## src/rtl/spi_pkg.sv

```systemverilog
// Shared SPI definitions: mode encodings, clock-polarity/phase helpers, default word width.
package spi_pkg;

  localparam int unsigned DEFAULT_WIDTH = 8;

  localparam logic [1:0] MODE0 = 2'd0;
  localparam logic [1:0] MODE1 = 2'd1;
  localparam logic [1:0] MODE2 = 2'd2;
  localparam logic [1:0] MODE3 = 2'd3;

  // Idle level of sck for a given mode
  function automatic logic cpol(input logic [1:0] mode);
    return mode[1];
  endfunction

  // Clock phase: 0 samples on the leading edge, 1 on the trailing edge
  function automatic logic cpha(input logic [1:0] mode);
    return mode[0];
  endfunction

endpackage

```

## src/rtl/spi_slave_if.sv

```systemverilog
// SPI pin bundle plus the received-word handshake toward downstream logic.
interface spi_slave_if
  import spi_pkg::*;
#(
  parameter int unsigned WIDTH = DEFAULT_WIDTH
) ();

  logic             sck;
  logic             cs;
  logic             mosi;
  logic             rdy;
  logic [WIDTH-1:0] data;

  modport slave  (input  sck, cs, mosi, output rdy, data);
  modport master (output sck, cs, mosi, input  rdy, data);

endinterface

```

## src/rtl/spi_sync_edge.sv

```systemverilog
// Two-flop synchroniser for one asynchronous input, with rise/fall pulses
// derived from a previous-value register.
module spi_sync_edge
  import spi_pkg::*;
#(
  parameter logic RST_VAL = 1'b0
) (
  input  logic clk,
  input  logic reset,
  input  logic async_in,
  output logic level,
  output logic rise_c,
  output logic fall_c
);

  logic meta_q;
  logic prev_q;

  // Synchroniser chain and previous-value register; all reset to the idle level
  // so reset release never produces an edge.
  always_ff @(posedge clk or posedge reset) begin
    if (reset) begin
      meta_q <= RST_VAL;
      level  <= RST_VAL;
      prev_q <= RST_VAL;
    end else begin
      meta_q <= async_in;
      level  <= meta_q;
      prev_q <= level;
    end
  end

  // Single-cycle edge strobes on the synchronised level
  always_comb begin
    rise_c = level & ~prev_q;
    fall_c = ~level & prev_q;
  end

endmodule

```

## src/rtl/spi_slave.sv

```systemverilog
// Receive-only SPI slave: oversamples sck/cs/mosi on clk, shifts MOSI MSB-first
// on the mode's sampling edge and presents each completed word with a one-cycle rdy.
module spi_slave
  import spi_pkg::*;
#(
  parameter int unsigned SPI_MODE = 1,
  parameter int unsigned WIDTH    = DEFAULT_WIDTH
) (
  input  logic        clk,
  input  logic        reset,
  spi_slave_if.slave  bus
);

  localparam logic        MODE_CPOL   = cpol(2'(SPI_MODE));
  localparam logic        MODE_CPHA   = cpha(2'(SPI_MODE));
  // Modes 0 and 3 sample on rising sck, modes 1 and 2 on falling sck
  localparam logic        SAMPLE_RISE = (MODE_CPOL == MODE_CPHA);
  localparam int unsigned CNT_W       = (WIDTH > 1) ? $clog2(WIDTH) : 1;
  localparam int unsigned SH_W        = WIDTH - 1;
  localparam logic [CNT_W-1:0] LAST_BIT = CNT_W'(WIDTH - 1);

  logic sck_s, sck_rise_c, sck_fall_c;
  logic cs_s, cs_rise_c, cs_fall_c;
  logic mosi_s, mosi_rise_c, mosi_fall_c;
  logic sample_c;
  logic unused_edges_c;

  logic [CNT_W-1:0] cnt_q;
  logic [SH_W-1:0]  shift_q;
  logic             rdy_q;
  logic [WIDTH-1:0] data_q;

  spi_sync_edge #(.RST_VAL(MODE_CPOL)) u_sync_sck (
    .clk      (clk),
    .reset    (reset),
    .async_in (bus.sck),
    .level    (sck_s),
    .rise_c   (sck_rise_c),
    .fall_c   (sck_fall_c)
  );

  spi_sync_edge #(.RST_VAL(1'b1)) u_sync_cs (
    .clk      (clk),
    .reset    (reset),
    .async_in (bus.cs),
    .level    (cs_s),
    .rise_c   (cs_rise_c),
    .fall_c   (cs_fall_c)
  );

  spi_sync_edge #(.RST_VAL(1'b0)) u_sync_mosi (
    .clk      (clk),
    .reset    (reset),
    .async_in (bus.mosi),
    .level    (mosi_s),
    .rise_c   (mosi_rise_c),
    .fall_c   (mosi_fall_c)
  );

  // Pick the sampling edge for the configured mode
  always_comb begin
    sample_c       = SAMPLE_RISE ? sck_rise_c : sck_fall_c;
    unused_edges_c = ^{sck_s, cs_rise_c, cs_fall_c, mosi_rise_c, mosi_fall_c};
  end

  // Shift engine: cleared while deselected, word completes on the last bit
  always_ff @(posedge clk or posedge reset) begin
    if (reset) begin
      cnt_q   <= '0;
      shift_q <= '0;
      rdy_q   <= 1'b0;
      data_q  <= '0;
    end else begin
      rdy_q <= 1'b0;
      if (cs_s) begin
        cnt_q   <= '0;
        shift_q <= '0;
      end else if (sample_c) begin
        shift_q <= SH_W'({shift_q, mosi_s});
        if (cnt_q == LAST_BIT) begin
          data_q <= {shift_q, mosi_s};
          rdy_q  <= 1'b1;
          cnt_q  <= '0;
        end else begin
          cnt_q <= cnt_q + CNT_W'(1);
        end
      end
    end
  end

  assign bus.rdy  = rdy_q;
  assign bus.data = data_q;

endmodule

```

## src/flat_wrapper.sv

```systemverilog
// flat-port wrapper written by rule: the top's interface ports become plain ports
module spi_slave_flat import spi_pkg::*;
#(
  parameter int unsigned SPI_MODE = 1,
  parameter int unsigned WIDTH    = DEFAULT_WIDTH
)
  (clk, reset, bus_sck, bus_cs, bus_mosi, bus_rdy, bus_data);
  spi_slave_if #(.WIDTH(WIDTH)) bus_i ();
  input  logic clk;
  input  logic reset;
  input wire logic [$bits(bus_i.sck)-1:0] bus_sck;
  input wire logic [$bits(bus_i.cs)-1:0] bus_cs;
  input wire logic [$bits(bus_i.mosi)-1:0] bus_mosi;
  output wire logic [$bits(bus_i.rdy)-1:0] bus_rdy;
  output wire logic [$bits(bus_i.data)-1:0] bus_data;
  assign bus_i.sck = bus_sck;
  assign bus_i.cs = bus_cs;
  assign bus_i.mosi = bus_mosi;
  assign bus_rdy = bus_i.rdy;
  assign bus_data = bus_i.data;
  spi_slave #(.SPI_MODE(SPI_MODE), .WIDTH(WIDTH)) u_core (.clk(clk), .reset(reset), .bus(bus_i));
endmodule
```

## config.mk

```make
export PLATFORM = sky130hd
export DESIGN_NAME = spi_slave_flat
export DESIGN_NICKNAME = d
export VERILOG_FILES = /design/src/rtl/spi_pkg.sv /design/src/rtl/spi_slave_if.sv /design/src/rtl/spi_sync_edge.sv /design/src/rtl/spi_slave.sv /design/src/flat_wrapper.sv
export SDC_FILE = /design/constraint.sdc
export NUM_CORES = 1
export LEC_CHECK = 0
export ABC_AREA = 1
export BUFFER_PORTS_ARGS = -buffer_cell sky130_fd_sc_hd__buf_2
export CORE_MARGIN = 2
export CORE_UTILIZATION = 54
export DETAILED_ROUTE_END_ITERATION = 8
export GPL_ROUTABILITY_DRIVEN = 0
export GPL_TIMING_DRIVEN = 0
export MAX_ROUTING_LAYER = met4
export PLACE_DENSITY = 0.77
export SLEW_MARGIN = 20
export SYNTH_ARGS = -nofsm -noshare
export SYNTH_HDL_FRONTEND = slang
export SYNTH_SLANG_ARGS = --single-unit
```

## constraint.sdc

```tcl
create_clock -name clk -period 1.5 [get_ports clk]
set_input_delay 0.225 -clock clk [delete_from_list [all_inputs] [get_ports clk]]
set_output_delay 0.225 -clock clk [all_outputs]
set_load 0.05 [all_outputs]
```

## After elaboration in Yosys (flattened, before gate mapping)

Cells that the tools add are included.

| operators by class | value |
|---|---|
| bitwise operators | 3 |
| equality and inequality tests | 1 |
| $add $sub $neg | 1 |
| reduce and logical (&&, ||, !) cells | 2 |
| mux-type cells | 8 |

Operator list:

| operator | number |
|---|---|
| 7-bit 2-to-1 mux | 2 |
| 3-bit 2-to-1 mux | 3 |
| 3-bit by 1-bit adder with 3-bit output, second input constant | 1 |
| 3-bit == test, second input constant | 1 |
| 1-bit 2-to-1 mux | 3 |
| 3-bit AND reduction | 1 |
| 1-bit inverter | 2 |
| 2-bit nonzero test | 1 |
| 1-bit AND | 1 |

| word-level totals | value |
|---|---|
| logic and storage cells | 26 |
| input bits | 5 |
| flip-flop bits (word level) | 26 |
| output and inout bits | 9 |

## Longest topological paths before layout

| logic depth | value |
|---|---|
| depth in word-level cells | 4 |
| mapped depth | 7 |
| mapped depth without buffers | 7 |

## Hierarchy

Synthesis repeated with hierarchy kept, for this count alone.

| unflattened totals | value |
|---|---|
| cells, all modules | 109 |
| area, all modules | 1078.5 µm² |

By module, submodules not included:

| module | times used | area an instance (µm²) | cells each | sequential area each (µm²) |
|---|---|---|---|---|
| spi_slave | 1 | 793.3 | 85 | 475.5 |
| spi_sync_edge at u_core.u_sync_mosi ... | 2 | 93.8 | 8 | 75.1 |
| spi_sync_edge at u_core.u_sync_cs | 1 | 97.6 | 8 | 78.8 |

## Least setup slack after synthesis

OpenSTA, ideal clock, no wires.

| path | value |
|---|---|
| path kind | register to register |
| start | register u_core.cnt_q[0] |
| end | register u_core.data_q[0], in the netlist u_core.bus.data[0] |
| clock period less this slack | 1.243 ns |
| stages on the path, launching flop included | 8 |
| required time | 1.381 ns |
| setup slack | 0.257 ns |
| arrival time | 1.124 ns |
| path buffers | 0 |
| setup time | 0.119 ns |
| cells stage by stage | dfrtp_1 ha_1 ha_1 inv_1 nor2_4 nand2_2 nand2_1 nand2_1 |

| between the ends | value |
|---|---|
| cells in the longest elaborated chain, start to end | 2 |

Ends and longest elaborated chain:

| item | line | RTL |
|---|---|---|
| start, declared | spi_slave.sv:28 | `logic [CNT_W-1:0] cnt_q;` |
| start signal, assigned | spi_slave.sv:85 | `cnt_q <= cnt_q + CNT_W'(1);` |
| 3-bit == test | spi_slave.sv:80 | `if (cnt_q == LAST_BIT) begin` |
| 3-bit AND reduction (no source line) | - |  |
| end signal, assigned | spi_slave.sv:81 | `data_q <= {shift_q, mosi_s};` |
| end, declared | spi_slave.sv:31 | `logic [WIDTH-1:0] data_q;` |

Every way passes these cells.
A chain may end at the register's enable or synchronous reset.

## Worst setup path in the final report

| path | value |
|---|---|
| start | register u_core.cnt_q[0] |
| end | register u_core.data_q[1], in the netlist u_core.bus.data[1] |

The elaborated chain is that of the path after synthesis.

==> results.toml <==
[run_status]
status = "finished clean"

[run]
drv_cap = 0

[drt]
ant_nets = 0
drt-pass1-iter-count = 4
drc = 0
drt_iter0_drc = 10
vias = 742
finalWirelength_mm = 1.597
vias_per_cell = 4.914
wl_per_cell_um = 10.58

[synthesis]
synth_xor_area_share_pct = 0
synth.avg_cell_area_um2 = 9.901
synth_top_cell_by_area = "dfrtp_1"
ys_types = 14
syn_area_um2 = 1030
synth_top_flop_cell = "dfrtp_1"
yosys_warnings = 0
yosysMostFrequentCell = "nand2_1"
syn-num-nets = 111
synth_area_leaders = "dfrtp_1 58%, nand2_1 12%, nand3_1 8.3%, dfstp_2 5.1%, inv_1 3.3%"
synth_top_cell_area_share_pct = 58.32
synth_top_family_by_area = "simple AND/OR/NAND/NOR gates"
synth_commonest_cells = "34 x nand2_1, 24 x dfrtp_1, 17 x nand3_1"
ys_seq_area_share_pct = 63.43
synthCells = 104
async_flop_share_pct = 100.0
synth_compound_area_share_pct = 1.458
synthAdderAreaFrac_pct = 2.430
synthMuxAreaShare_pct = 0
synth_edf_count = 0
synth-seq-cells = 26
synthSimpleGateAreaFrac_pct = 26.37

[worst_setup_path]
critPathMaxStageDelay_ps = 400
cp.arrival_ps = 1670
critical_path_class = "register to register"
cpMaxStageDelayCell = "dfrtp_1"
rr_worst_depth = 7
crit_fanout = 8
crit_path_end_kind = "register"
cp_cell_sequence = "ha_1 -> ha_1 -> inv_1 -> nor2_4 -> buf_4 -> nand3_1 -> nand2_1"
path_common_cell = "ha_1"
worstPathRequired_ps = 1760
cp-start-kind = "register"

[power]
power_density_nw_per_um2 = 937.1
finalPower_w = 0.001136
pwr-share-seq_pct = 64.6
vdd_drop_max_uv = 588.5
clkPwrFrac_pct = 29.6
p_sw_w = 0.0002424
p_sw_share_pct = 21.33
power_frac_comb_pct = 5.8
p_int_w = 0.0008938
p_leak_nw = 0.7029

[floorplanning]
die_w_um = 47.67
io_pins = 14
dieArea_um2 = 2272
die_h_um = 47.67
core-area_um2 = 1764
start_util_pct = 58.37
fp-row-count = 15

[final_layout]
register_area_um2 = 653.1
fin_nets = 134
fill_cells = 153
multiInputGateArea_um2 = 316.6
diodes = 0
area_growth_pct = 17.74
drive_gt1_share_pct = 23.02

[global_routing]
grt_max_degree = 27
antenna_found_initial = 0
grt_pass1_vias = 656
grt_use_total_pct = 18.24
grt_pass1_wl_mm = 2.725
overflow = 0

[cts]
cts_inserted_buffers = 3
cts.sinks = 26
tritoncts = "built"
clock_latency_ps = 310
cts_buffer_depth = 2
htree_levels = 1
cts.clk_slew.worst_paths_ps = 130
cts-root-buf = "clkbuf_4"

[worst_hold_path]
hp-class = "input port to asynchronous set/reset pin"

[timing]
setup_tns_ps = 0
period_share_pct = 93.90
drv_slew = 0
worst_slew_pin_slew_ps = 911.7
rsz0062_at_grt = "false"
fin_skew_ps = 6.349
fin_crit_ps = 1409
timing_hold_violations_final = 0
fmax_ghz = 0.7099
relSlewSlack_pct = 39.16
setup_viol = 0

[placement]
numPortBuffers = 13
dp_hpwl_mm = 1.130
-- registers in the layout, summed over array words and instances (netlist names) --
| register | cells |
|---|---|
| u_core.bus.data | 8 |
| u_core.bus.rdy | 1 |
| u_core.cnt_q | 3 |
| u_core.shift_q | 7 |
| u_core.u_sync_cs.level | 1 |
| u_core.u_sync_cs.meta_q | 1 |
| u_core.u_sync_mosi.level | 1 |
| u_core.u_sync_mosi.meta_q | 1 |
| u_core.u_sync_sck.level | 1 |
| u_core.u_sync_sck.meta_q | 1 |
| u_core.u_sync_sck.prev_q | 1 |
-- final cells by class --
class                      instances  share of cell area, %
tap                               25                  2.580
timing repair buffer              18                  9.082
sequential                        26                  53.87
buffer                             3                  2.270
clock buffer                       4                  2.993
inverter                          10                  3.096
multi-input combinational         65                  26.11
-- power by group through the flow --
| stage | Combinational, W | Clock (W) | Sequential (W) |
|---|---|---|---|
| floorplan | 0.0000455 | 0 | 0.000744 |
| global route | 0.0000753 | 0.000383 | 0.000737 |
| CTS | 0.0000654 | 0.000351 | 0.000734 |
| finish | 0.0000663 | 0.000336 | 0.000734 |
| detailed placement | 0.0000610 | 0 | 0.000747 |
| global placement | 0.0000585 | 0 | 0.000746 |
-- metal layers --
metal,share of wire (%),up-vias,global-route usage [%]
li1,-,372,-
met1,43,347,20.34
met5,0,-,-
met3,4.1,4,3.396
met2,51,19,31.62
met4,1.3,0,8.108
-- worst paths after layout --
check                                                  start                           endpoint  slack [ps]
min reg2reg                u_core.u_sync_cs.meta_q$_DFF_PP1_   u_core.u_sync_cs.level$_DFF_PP1_         360
min                                                    reset  u_core.u_sync_sck.level$_DFF_PP0_          90
max in group asynchronous                              reset      u_core.shift_q[0]$_DFFE_PP0P_         860
max reg2reg                      u_core.cnt_q[0]$_DFFE_PP0P_     u_core.bus.data[1]$_DFFE_PP0P_          90
max                              u_core.cnt_q[0]$_DFFE_PP0P_     u_core.bus.data[1]$_DFFE_PP0P_          90
min in group clk           u_core.u_sync_cs.meta_q$_DFF_PP1_   u_core.u_sync_cs.level$_DFF_PP1_         360
-- placed cells by master (no fill, tap or decap), drive strengths merged --
master / instances
dfrtp: 24
ha: 2
dlygate4sd3: 3
clkbuf: 4
inv: 10
buf: 18
nand2: 36
nand3: 17
o21ai: 3
dfstp: 2
nor2: 7
-- kinds of logic (layout without fill, tap and decap cells) --
kind of cell	after synthesis	in the layout
flops	26	26
fa+ha+maj	2	2
simple gates	60	60
compound gates	3	3
buf+inv	13	35
-- worst max-delay path, delay by kind of cell (launching register included) --
family        cells  cell delay, ps
flops             1             400
fa+ha+maj         2             370
buf+inv           2             240
simple gates      3             350
-- repair_timing --
item                                    4_1_cts  5_1_grt
hold buffers                                  2        1
setup buffers                                 0        2
hold endpoints to repair                      2        1
endpoints found under the setup margin        0        7
resized for setup                             0        1
-- per-stage QoR --
stage          std cells  util, %  setup WS [ps]  hold WS (ps)  area, um2
2_1_floorplan        104        -          257.2         229.5       1030
3_3_place_gp         142    63.83          134.4         330.5       1126
3_5_place_dp         142    63.83          115.6         337.5       1126
4_1_cts              148    67.02          84.18         7.395       1182
5_1_grt              151    68.72          6.225         159.8       1212
6_report             151    68.72          91.44         86.69       1212
Note: power is estimated with default switching activity, not from simulation.
